`config.mk`:
```
export PLATFORM = sky130hd
export DESIGN_NAME = sending_buffer
export DESIGN_NICKNAME = d
export VERILOG_FILES = /design/src/rtl/sending_buffer_pkg.sv /design/src/rtl/sending_buffer_addr_gen.sv /design/src/rtl/sending_buffer.sv
export SDC_FILE = /design/constraint.sdc
export NUM_CORES = 1
export LEC_CHECK = 0
export BUFFER_PORTS_ARGS = -buffer_cell sky130_fd_sc_hd__buf_4
export CAP_MARGIN = 20
export CORE_AREA = 2 2 87 89
export CTS_CLUSTER_DIAMETER = 200
export DETAILED_ROUTE_END_ITERATION = 8
export DIE_AREA = 0 0 89 91
export PLACE_DENSITY = 0.8
export SYNTH_ARGS = -nofsm -noshare
export SYNTH_HDL_FRONTEND = slang
export SYNTH_HIERARCHICAL = 1
export SYNTH_SLANG_ARGS = --single-unit
```
`constraint.sdc`:
```
create_clock -name clk -period 5.96 [get_ports clk]
set_clock_uncertainty 0.15 [all_clocks]
set_input_delay 0.298 -clock clk [delete_from_list [all_inputs] [get_ports clk]]
set_output_delay 0.298 -clock clk [all_outputs]
set_load 0.03 [all_outputs]
```
`src/rtl/sending_buffer_pkg.sv`:
```
// Shared constants and FSM encoding for the sending_buffer operand gather block.
package sending_buffer_pkg;
    localparam int DATA_W     = 8;
    localparam int ADDR_W     = 6;
    localparam int LANES      = 8;
    localparam int ROW_STRIDE = 1;
    localparam int COL_STRIDE = 8;

    typedef enum logic [1:0] {
        IDLE  = 2'd0,
        FETCH = 2'd1,
        DRAIN = 2'd2,
        HOLD  = 2'd3
    } state_t;
endpackage

```
`src/rtl/sending_buffer_addr_gen.sv`:
```
// Strided RAM address generator: latches base/stride on load, walks the lane index.
module sending_buffer_addr_gen #(
    parameter int ADDR_W = 6,
    parameter int LANES  = 8,
    parameter int IDX_W  = $clog2(LANES)
) (
    input  logic              clk,
    input  logic              reset_n,
    input  logic              i_load,
    input  logic [ADDR_W-1:0] i_base,
    input  logic [ADDR_W-1:0] i_stride,
    input  logic              i_step,
    output logic [ADDR_W-1:0] o_addr,
    output logic [IDX_W-1:0]  o_idx,
    output logic              o_last
);
    logic [ADDR_W-1:0] r_base;
    logic [ADDR_W-1:0] r_stride;
    logic [IDX_W-1:0]  r_idx;
    logic [ADDR_W-1:0] w_idx_ext;

    always_ff @(posedge clk or negedge reset_n) begin
        if (!reset_n) begin
            r_base   <= '0;
            r_stride <= '0;
            r_idx    <= '0;
        end else if (i_load) begin
            r_base   <= i_base;
            r_stride <= i_stride;
            r_idx    <= '0;
        end else if (i_step) begin
            r_idx    <= r_idx + 1'b1;
        end
    end

    // Truncation to ADDR_W bits gives the silent modulo-64 wrap.
    assign w_idx_ext = ADDR_W'(r_idx);
    assign o_addr    = i_step ? (r_base + w_idx_ext * r_stride) : '0;
    assign o_idx     = r_idx;
    assign o_last    = (r_idx == IDX_W'(LANES - 1));
endmodule

```
`src/rtl/sending_buffer.sv`:
```
// Gathers LANES strided operands from serial RAM into one parallel word (valid/ready).
// Optional registered lane sum on out_sum when SENDING_BUFFER_SUM_EN is defined.
module sending_buffer
    import sending_buffer_pkg::*;
#(
    parameter int DATA_W = sending_buffer_pkg::DATA_W,
    parameter int ADDR_W = sending_buffer_pkg::ADDR_W,
    parameter int LANES  = sending_buffer_pkg::LANES
) (
    input  logic                      clk,
    input  logic                      reset_n,
    input  logic                      start,
    input  logic [ADDR_W-1:0]         base_addr,
    input  logic [ADDR_W-1:0]         stride,
    output logic                      busy,
    output logic                      rd_en,
    output logic [ADDR_W-1:0]         rd_addr,
    input  logic [DATA_W-1:0]         rd_data,
    output logic [LANES*DATA_W-1:0]   out_lanes,
    output logic                      out_valid,
    input  logic                      out_ready
`ifdef SENDING_BUFFER_SUM_EN
    ,
    output logic signed [DATA_W+3:0]  out_sum
`endif
);
    localparam int IDX_W = $clog2(LANES);

    state_t                        r_state;
    state_t                        w_next;
    logic [IDX_W-1:0]              w_idx;
    logic                          w_last;
    logic                          w_fetch;
    logic                          r_cap_en;
    logic [IDX_W-1:0]              r_cap_idx;
    logic [LANES-1:0][DATA_W-1:0]  r_lanes;

    assign w_fetch = (r_state == FETCH);

    sending_buffer_addr_gen #(
        .ADDR_W (ADDR_W),
        .LANES  (LANES),
        .IDX_W  (IDX_W)
    ) u_addr_gen (
        .clk      (clk),
        .reset_n  (reset_n),
        .i_load   ((r_state == IDLE) && start),
        .i_base   (base_addr),
        .i_stride (stride),
        .i_step   (w_fetch),
        .o_addr   (rd_addr),
        .o_idx    (w_idx),
        .o_last   (w_last)
    );

    always_ff @(posedge clk or negedge reset_n) begin
        if (!reset_n) r_state <= IDLE;
        else          r_state <= w_next;
    end

    always_comb begin
        w_next = r_state;
        case (r_state)
            IDLE:  if (start)     w_next = FETCH;
            FETCH: if (w_last)    w_next = DRAIN;
            DRAIN:                w_next = HOLD;
            HOLD:  if (out_ready) w_next = IDLE;
            default:              w_next = IDLE;
        endcase
    end

    assign busy      = (r_state != IDLE);
    assign rd_en     = w_fetch;
    assign out_valid = (r_state == HOLD);
    assign out_lanes = r_lanes;

    // RAM data lags the strobe by one cycle, so capture uses the index delayed alongside it.
    always_ff @(posedge clk or negedge reset_n) begin
        if (!reset_n) begin
            r_cap_en  <= 1'b0;
            r_cap_idx <= '0;
            r_lanes   <= '0;
        end else begin
            r_cap_en  <= w_fetch;
            r_cap_idx <= w_idx;
            if (r_cap_en) r_lanes[r_cap_idx] <= rd_data;
        end
    end

`ifdef SENDING_BUFFER_SUM_EN
    logic [DATA_W+3:0] r_sum;
    logic [DATA_W+3:0] w_rd_sext;

    assign w_rd_sext = {{4{rd_data[DATA_W-1]}}, rd_data};

    // Running sum restarts on lane 0 and is complete once the last lane lands in DRAIN.
    always_ff @(posedge clk or negedge reset_n) begin
        if (!reset_n)      r_sum <= '0;
        else if (r_cap_en) r_sum <= ((r_cap_idx == '0) ? '0 : r_sum) + w_rd_sext;
    end

    assign out_sum = $signed(r_sum);
`endif
endmodule

```
==> results of run 1 <==
==> cells by family after synthesis <==
| group | after synthesis | synth area share, % |
|---|---|---|
| flip-flops | 85 | 56.0 |
| multiplexers | 78 | 23.0 |
| XOR/XNOR | 7 | 2.34 |
| AND/OR/NAND/NOR | 38 | 6.62 |
| AO/OA/AOI/OAI | 7 | 1.19 |
| buffers and inverters | 21 | 2.54 |
| adder cells (fa/ha/maj) | 21 | 8.30 |
==> power groups by stage <==
stage	sequential (W)	clock, W	combinational (W)
2_1_floorplan	0.00146	0	0.000825
3_3_place_gp	0.00106	0	0.00177
3_5_place_dp	0.00108	0	0.00181
4_1_cts	0.00107	0.000376	0.00181
5_1_grt	0.00110	0.000396	0.00194
6_report	0.00106	0.000366	0.00180
==> critical path: stages (launching register included) <==
cell and delay, ns:
dfrtp_1 0.51, nand2_1 0.12, fa_1 0.49, inv_1 0.06, fa_1 0.51, fa_1 0.47, a21o_1 0.19, a21oi_1 0.16
xnor3_1 0.39, and2_1 0.16, buf_4 0.16
==> registers in the layout, indices dropped and copies added, names as in the netlist <==
| signal | count |
|---|---|
| out_lanes | 64 |
| u_addr_gen/r_base | 6 |
| u_addr_gen/r_stride | 6 |
| r_cap_idx | 3 |
| u_addr_gen/o_idx | 3 |
| r_state | 2 |
| r_cap_en | 1 |
==> placed cells by master (no fill, tap or decap), types with 4 or more instances in the layout <==
master      instances
and2_1             10
buf_4              97
clkbuf_8            9
clkinvlp_4          4
dfrtp_1            85
fa_1                7
ha_1               14
inv_1              14
mux2_2             75
nand2_1            12
nor2_1              5
==> stage by stage <==
step           hold slack (ns)  instances  worst slack, ns  power, W
6_report                0.0147        465             1.96   0.00323
5_1_grt                 0.0144        465             1.79   0.00344
4_1_cts                0.00140        463             1.92   0.00326
3_5_place_dp             0.336        446             2.31   0.00289
3_3_place_gp             0.329        446             2.36   0.00283
2_1_floorplan           -0.148        257             2.55   0.00228
==> cell type report <==
cell class,count,area (sq um),area share [%]
flip-flops and latches,85,2130,44.0
multi-input cells,151,1580,32.6
repair buffers,100,776,16.1
clock buffers,10,128,2.64
well taps,99,124,2.56
inverters,14,52.6,1.09
clock inverters,6,47.5,0.984
==> metal layers <==
layer,vias up,GRT usage [%],wire (um)
met2,74,30.5,3580
met1,1206,24.6,3210
met4,0,6.59,44
li1,1100,-,-
met3,7,4.45,483
met5,-,0,0
==> worst max path at each step <==
| stage | end | slack [ns] |
|---|---|---|
| final | rd_addr[5] | 1.96 |
| after floorplan | rd_addr[5] | 2.55 |
| after CTS | rd_addr[5] | 1.92 |
| after global routing | rd_addr[5] | 1.79 |
| after global placement | rd_addr[5] | 2.36 |
| after detailed placement | rd_addr[5] | 2.31 |
==> repair_timing <==
item	in CTS	in global routing
setup endpoints to repair	0	0
hold endpoints to repair	1	19
hold buffers	1	1
==> flow_summary.toml, run 1 <==
[clocking]
cts-htree-levels = 3
numCtsBuffers = 9
cts-root-buf = "clkbuf_8"
postCtsSetupRepairBufs = 0
clock-sinks = 85
clk_latency_ns = 0.35
cts_tree = "yes"
cts_buffer_depth = 2
ctsResizeCount = 0
clk_pin_slew_ns = 0.08

[place]
place_area_sq_um = 4610
gp_congestion = 0.806
port_buffers = 96
dp_hpwl_um = 5330

[sta]
post-route-min-period_ns = 4.00
min_period_over_period_pct = 67.1
max_freq_mhz = 250
finalSetupTns_ns = 0
maxSlewViolCount = 0
slew_headroom_pct = 58.4
finalSetupViolCount = 0
rsz0062_at_grt = "false"
worstMarginPinSlew_ns = 0.620
hold_viol = 0

[drt]
dr.pass1.iters = 4
wl_per_cell_um = 15.7
viasPerCell = 5.13
drt_first_iter_violations = 40
drc = 0
routed_wl_um = 7320
vias = 2387
ant_nets = 0

[logic_synthesis]
ys_seq_area_share_pct = 56.0
synth_area_sq_um = 3800
yosysTopAreaCellShare_pct = 56.0
ys_top_cells_by_count = "dfrtp_1 (85), mux2_2 (75), ha_1 (14), inv_1 (14), nand2_1 (12)"
syn_inst = 257
syn_nets = 302
yosysTopAreaCell = "dfrtp_1"
syn_avg_cell_area_sq_um = 14.8
synth.most_common_cell = "dfrtp_1"
synth.area.top_cells = "dfrtp_1 (56%), mux2_2 (22%), ha_1 (4.6%), fa_1 (3.7%), and2_1 (1.6%)"
yosysWarningCount = 6
ys_ff_latch = 85
synth_enable_flop_cells = 0
synth_cell_types = 28
synth_flop_cell = "dfrtp_1"
synthArstFlopShare_pct = 100

[final_layout]
diodes = 0
area_growth_pct = 27.1
drive_above_1_share_pct = 53.3
fin_nets = 406
design_area_sq_um = 4830
fillCellCount = 559
final_core_util_pct = 67.7

[flow_run]
maxCapViolCount = 0

[power]
powerDensity_nw_per_um2 = 669
p_int_w = 0.00183
leakage_nw = 2.30
p_switching_w = 0.00140
power.share.switching_pct = 43.3
power.share.clock_pct = 11.3
peakVddDrop_v = 0.000460
seqPwrFrac_pct = 32.9
p_comb_share_pct = 55.7

[critical_path]
critPathMaxFanout = 9
worstSetupEndpointType = "output port"
reg2reg_slack_ns = 3.92
rr_startpoint = "u_addr_gen/o_idx[0]$_DFFE_PN0P_"
start_kind = "flop"
crit_type = "flop to output port"
r2r-end = "r_state[1]$_DFFE_PN0P_"
required_ns = 5.51
ff2ff_path_depth = 5
crit_start = "u_addr_gen/o_idx[0]$_DFFE_PN0P_"
cp_data_arrival_time_ns = 3.55

[die]
io_pins = 97
start_util_pct = 53.2
die_y_um = 91
fp.dieW_um = 89
std_cell_rows = 31
die_area_sq_um = 8100
core-area_sq_um = 7140

[worst_hold_path]
hold_end = "u_addr_gen/r_base[3]$_DFFE_PN0P_"
hold_path.class = "input pin to flop"
worstHoldPathCells = 3
hp-start = "base_addr[3]"

[global_route]
antenna_found_initial = 0
grt_first_pass_wirelength_um = 11600
grt_pass1_vias = 2398
gr-usage-all-layers_pct = 18.8
overflow = 0
grt_max_degree = 86

[outcome]
outcome = "completed"
Power figures use the tool's default switching activity.
==> run 2: changes to the inputs <==
--- a/config.mk
+++ b/config.mk
@@ -7,11 +7,11 @@
 export LEC_CHECK = 0
 export BUFFER_PORTS_ARGS = -buffer_cell sky130_fd_sc_hd__buf_4
 export CAP_MARGIN = 20
-export CORE_AREA = 2 2 87 89
+export CORE_AREA = 2 2 88 90
 export CTS_CLUSTER_DIAMETER = 200
 export DETAILED_ROUTE_END_ITERATION = 8
-export DIE_AREA = 0 0 89 91
-export PLACE_DENSITY = 0.8
+export DIE_AREA = 0 0 90 92
+export PLACE_DENSITY = 0.78
 export SYNTH_ARGS = -nofsm -noshare
 export SYNTH_HDL_FRONTEND = slang
 export SYNTH_HIERARCHICAL = 1
==> constraint.sdc (replaced) <==
create_clock -name clk -period 4 [get_ports clk]
set_clock_uncertainty 0.15 [all_clocks]
set_input_delay 0.2 -clock clk [delete_from_list [all_inputs] [get_ports clk]]
set_output_delay 0.2 -clock clk [all_outputs]
set_load 0.03 [all_outputs]
==> run 2 against run 1 <==
Critical path depth up 1. Global-route usage up 0.24 points. Non-clock buffer count up 23. Cell count up 5.6%. Sequential cell count unchanged. Clock power up 52%. Critical endpoint unchanged. Largest power group unchanged.
==> flow_summary.toml, run 2 (synthesis results as in run 1) <==
[power]
powerDensity_nw_per_um2 = 962
peakVddDrop_v = 0.000727
p_switching_w = 0.00211
p_int_w = 0.00277
leakage_nw = 2.40
power.share.switching_pct = 43.2
power.share.clock_pct = 11.4
p_comb_share_pct = 56.0
seqPwrFrac_pct = 32.6

[critical_path]
required_ns = 3.65
crit_buf_inv = 3
rr_startpoint = "u_addr_gen/o_idx[0]$_DFFE_PN0P_"
cp_data_arrival_time_ns = 3.33
start_kind = "flop"
reg2reg_slack_ns = 1.98
crit_family = "adder cells"
critPathMaxFanout = 6
cp_slowest_cell = "fa_1"
slowest_delay_ns = 0.55
crit_type = "flop to output port"
worstSetupEndpointType = "output port"
crit_chain = "and2_1 -> fa_1 -> inv_1 -> fa_1 -> inv_1 -> ha_1 -> a21o_1 -> a21oi_1 -> xnor3_1 -> and2_1 -> buf_4"
ff2ff_path_depth = 6
r2r-end = "r_state[1]$_DFFE_PN0P_"

[worst_hold_path]
hp-start = "start"
hold_path.class = "input pin to flop"
worstHoldPathCells = 4
hold_end = "r_state[0]$_DFFE_PN0P_"

[clocking]
clock-sinks = 85
cts-htree-levels = 3
cts-root-buf = "clkbuf_8"
clk_pin_slew_ns = 0.09
numCtsBuffers = 9
clk_latency_ns = 0.34
cts_buffer_depth = 2
cts_tree = "yes"

[sta]
finalSetupViolCount = 0
min_period_over_period_pct = 92.1
hold_viol = 0
finalSetupTns_ns = 0
maxSlewViolCount = 0
slew_headroom_pct = 36.6
post-route-min-period_ns = 3.68
worstMarginPinSlew_ns = 0.946
max_freq_mhz = 271
rsz0062_at_grt = "false"

[final_layout]
fin_nets = 429
diodes = 0
final_core_util_pct = 68.0
area_growth_pct = 33.4
largest_reg_flops = 64
fillCellCount = 523
most-common-layout-cells = "buf_4 (101), dfrtp_1 (82), mux2_2 (75)"
drive_above_1_share_pct = 52.4
final_common_cell = "buf_4"

[outcome]
outcome = "completed"

[die]
start_util_pct = 51.0
io_pins = 97
die_area_sq_um = 8280
fp.dieW_um = 90
std_cell_rows = 32
die_y_um = 92
core-area_sq_um = 7450

[global_route]
gr-usage-all-layers_pct = 19.0
grt_pass1_vias = 2357
grt_max_degree = 86
overflow = 0
antenna_found_initial = 0
grt_first_pass_wirelength_um = 12200

[drt]
vias = 2442
dr.pass1.iters = 4
ant_nets = 0
viasPerCell = 4.97
drc = 0
drt_first_iter_violations = 95
wl_per_cell_um = 15.7
routed_wl_um = 7720

[place]
gp_congestion = 0.758
dp_hpwl_um = 5270
port_buffers = 96

[flow_run]
maxCapViolCount = 0
run 2: tightest hold or removal path: stages:
cell and delay [ns]:
buf_4 0.10, inv_1 0.06, a222oi_1 0.10, mux2i_1 0.15
run 2: worst max path at each step:
stage,start,to,slack (ns),cells after the start
CTS,u_addr_gen/o_idx[2]$_DFFE_PN0P_,rd_addr[5],0.06,10
global route,u_addr_gen/o_idx[2]$_DFFE_PN0P_,rd_addr[5],0.14,11
detailed placement,u_addr_gen/o_idx[2]$_DFFE_PN0P_,rd_addr[5],0.44,10
floorplan,u_addr_gen/o_idx[2]$_DFFE_PN0P_,rd_addr[5],0.69,9
finish,u_addr_gen/o_idx[2]$_DFFE_PN0P_,rd_addr[5],0.32,11
global placement,u_addr_gen/o_idx[2]$_DFFE_PN0P_,rd_addr[5],0.50,10
run 2: final cells by class:
type,instances,area [sq um],area share [%]
sequential,85,2130,42.1
multi-input combinational,151,1580,31.1
timing repair buffer,123,996,19.7
tap,102,128,2.52
clock buffer,9,124,2.45
clock inverter,7,57.6,1.14
inverter,14,52.6,1.04
run 2: power groups by stage:
stage / registers [W] / clock network, W / logic, W
floorplan: 0.00217 / 0 / 0.00123
global placement: 0.00159 / 0 / 0.00264
detailed placement: 0.00161 / 0 / 0.00269
CTS: 0.00159 / 0.000571 / 0.00272
global route: 0.00164 / 0.000615 / 0.00293
finish: 0.00159 / 0.000555 / 0.00273
run 2: stage by stage:
step | cells | worst slack [ns] | instance area (sq um) | total power, W | hold slack (ns)
floorplan | 257 | 0.691 | 3800 | 0.00340 | -0.246
global placement | 449 | 0.497 | 4610 | 0.00423 | 0.261
detailed placement | 449 | 0.436 | 4610 | 0.00430 | 0.270
CTS | 486 | 0.0559 | 5000 | 0.00488 | 0.149
global route | 491 | 0.140 | 5070 | 0.00518 | 0.171
finish | 491 | 0.316 | 5070 | 0.00487 | 0.157
run 2: routing by layer:
layer  vias up  track usage [%]  part of all wire, %
met3         4             4.52                  4.8
met2        67             31.5                   50
met4         0             5.26                 0.51
li1       1141                -                    -
met1      1230             25.4                   45
met5         -                0                    0
run 2: repair_timing:
action / in CTS / in global routing
buffers inserted: 0 / 4
hold endpoints to repair: 147 / 0
hold buffers: 21 / 0
resized for setup: 0 / 4
endpoints found under the setup margin: 0 / 1
==> run 3: changes to the inputs <==
--- a/config.mk
+++ b/config.mk
@@ -7,10 +7,10 @@
 export LEC_CHECK = 0
 export BUFFER_PORTS_ARGS = -buffer_cell sky130_fd_sc_hd__buf_4
 export CAP_MARGIN = 20
-export CORE_AREA = 2 2 88 90
+export CORE_AREA = 2 2 105 76
 export CTS_CLUSTER_DIAMETER = 200
 export DETAILED_ROUTE_END_ITERATION = 8
-export DIE_AREA = 0 0 90 92
+export DIE_AREA = 0 0 107 78
 export PLACE_DENSITY = 0.78
 export SYNTH_ARGS = -nofsm -noshare
 export SYNTH_HDL_FRONTEND = slang
==> run 3 against run 2 <==
Register-to-register slack about the same. Highest routed layer unchanged. Maximum frequency decreased by 3.1%. Largest cell class unchanged. Critical path depth unchanged. Count of clock-buffer cells in the layout increased by 3. Critical endpoint unchanged.
==> flow_summary.toml, run 3 (synthesis results as in run 1) <==
[power]
p_switching_w = 0.00211
power.share.switching_pct = 42.0
seqPwrFrac_pct = 31.8
peakVddDrop_v = 0.000520
p_int_w = 0.00291
powerDensity_nw_per_um2 = 987
power.share.clock_pct = 13.1
p_comb_share_pct = 55.1
leakage_nw = 2.42

[drt]
drt_first_iter_violations = 98
vias = 2471
wl_per_cell_um = 17.5
drc = 0
ant_nets = 0
dr.pass1.iters = 4
viasPerCell = 5.09
routed_wl_um = 8490

[critical_path]
worstSetupEndpointType = "output port"
crit_family = "adder cells"
crit_buf_inv = 3
cp_slowest_cell = "fa_1"
required_ns = 3.65
crit_type = "flop to output port"
crit_chain = "and2_2 -> fa_1 -> inv_1 -> fa_1 -> inv_1 -> ha_1 -> a21o_1 -> a21oi_1 -> xnor3_1 -> and2_1 -> buf_4"
cp_data_arrival_time_ns = 3.45
slowest_delay_ns = 0.50
start_kind = "flop"
critPathMaxFanout = 8

[sta]
whs_ns = 0.0853
worstMarginPinSlew_ns = 0.849
maxSlewViolCount = 0
rsz0062_at_grt = "false"
min_period_over_period_pct = 95.0
finalSetupTns_ns = 0
post-route-min-period_ns = 3.80
max_freq_mhz = 263
slew_headroom_pct = 43.1
hold_viol = 0
finalSetupViolCount = 0

[outcome]
outcome = "completed"

[clocking]
clk_latency_ns = 0.34
numCtsBuffers = 9
clock-sinks = 85
cts-root-buf = "clkbuf_8"
cts-htree-levels = 3
clk_pin_slew_ns = 0.08
cts_buffer_depth = 2
cts_tree = "yes"

[global_route]
grt_pass1_vias = 2639
grt_max_degree = 86
overflow = 0
antenna_found_initial = 0
gr-usage-all-layers_pct = 22.2
grt_first_pass_wirelength_um = 13900

[flow_run]
maxCapViolCount = 0

[final_layout]
most-common-layout-cells = "buf_4 (100), dfrtp_1 (82), mux2_2 (75)"
fin_nets = 428
diodes = 0
final_common_cell = "buf_4"
drive_above_1_share_pct = 51.7
largest_reg_flops = 64
design_area_sq_um = 5090
area_growth_pct = 33.9

[die]
die_area_sq_um = 8350
fp.dieW_um = 107
die_y_um = 78
io_pins = 97
std_cell_rows = 26
start_util_pct = 52.4
core-area_sq_um = 7250

[place]
dp_hpwl_um = 5830
place_area_sq_um = 4610
port_buffers = 96
gp_congestion = 0.808

[worst_hold_path]
hold_path.class = "input pin to async pin"
[run 3: cell type report]
class / instances / area (sq um)
clock inverter: 3 / 68.8
sequential: 85 / 2130
timing repair buffer: 122 / 988
multi-input combinational: 151 / 1580
tap: 98 / 123
clock buffer: 12 / 145
inverter: 14 / 52.6
fill: 495 / 2170
[run 3: per-stage QoR]
step | setup slack, ns | utilization, % | power, W | instances
global route | 0.0408 | 70.1 | 0.00533 | 485
finish | 0.200 | 70.1 | 0.00502 | 485
CTS | 0.0350 | 69.3 | 0.00502 | 481
detailed placement | 0.422 | 63.5 | 0.00434 | 445
global placement | 0.541 | 63.5 | 0.00424 | 445
floorplan | 0.691 | - | 0.00340 | 257
[run 3: path summary, 6_finish.rpt]
| kind | from | to | slack, ns | cells past startpoint |
|---|---|---|---|---|
| max in group asynchronous | reset_n | out_lanes[7]$_DFFE_PN0P_ | 3.02 | 3 |
| worst min-delay path | reset_n | r_state[0]$_DFFE_PN0P_ | 0.09 | 2 |
| min in group clk | start | r_state[0]$_DFFE_PN0P_ | 0.15 | 4 |
| worst min register to register | u_addr_gen/o_idx[0]$_DFFE_PN0P_ | r_cap_idx[0]$_DFF_PN0_ | 0.34 | 0 |
| worst max-delay path | u_addr_gen/o_idx[1]$_DFFE_PN0P_ | rd_addr[5] | 0.20 | 11 |
| worst max register to register | u_addr_gen/o_idx[0]$_DFFE_PN0P_ | r_state[1]$_DFFE_PN0P_ | 1.97 | 6 |
[run 3: repair_timing]
item	CTS	global route
resized for setup	0	4
buffers inserted	0	3
hold endpoints to repair	137	0
hold buffers	21	0
endpoints found under the setup margin	0	1
[run 3: per-layer routing]
layer | track usage (%) | up-vias | part of all wire, %
met5 | 0 | - | 0
met2 | 35.1 | 67 | 49
met3 | 5.97 | 10 | 5.3
met1 | 30.2 | 1257 | 44
met4 | 7.01 | 0 | 1.2
li1 | - | 1137 | -
[run 3: power by group through the flow]
stage	clock network, W	logic [W]	registers, W
CTS	0.000672	0.00275	0.00160
global placement	0	0.00266	0.00158
detailed placement	0	0.00273	0.00161
finish	0.000660	0.00276	0.00159
global route	0.000711	0.00296	0.00166
floorplan	0	0.00123	0.00217
[run 3: worst reg2reg max path: cells and delay by family (launching register included)]
kind,cells,cell delay (ns)
DFF,1,0.44
AOI/OAI and AO/OA,1,0.44
adders and majority gates,2,0.33
muxes,1,0.40
buffers and inverters,2,0.17
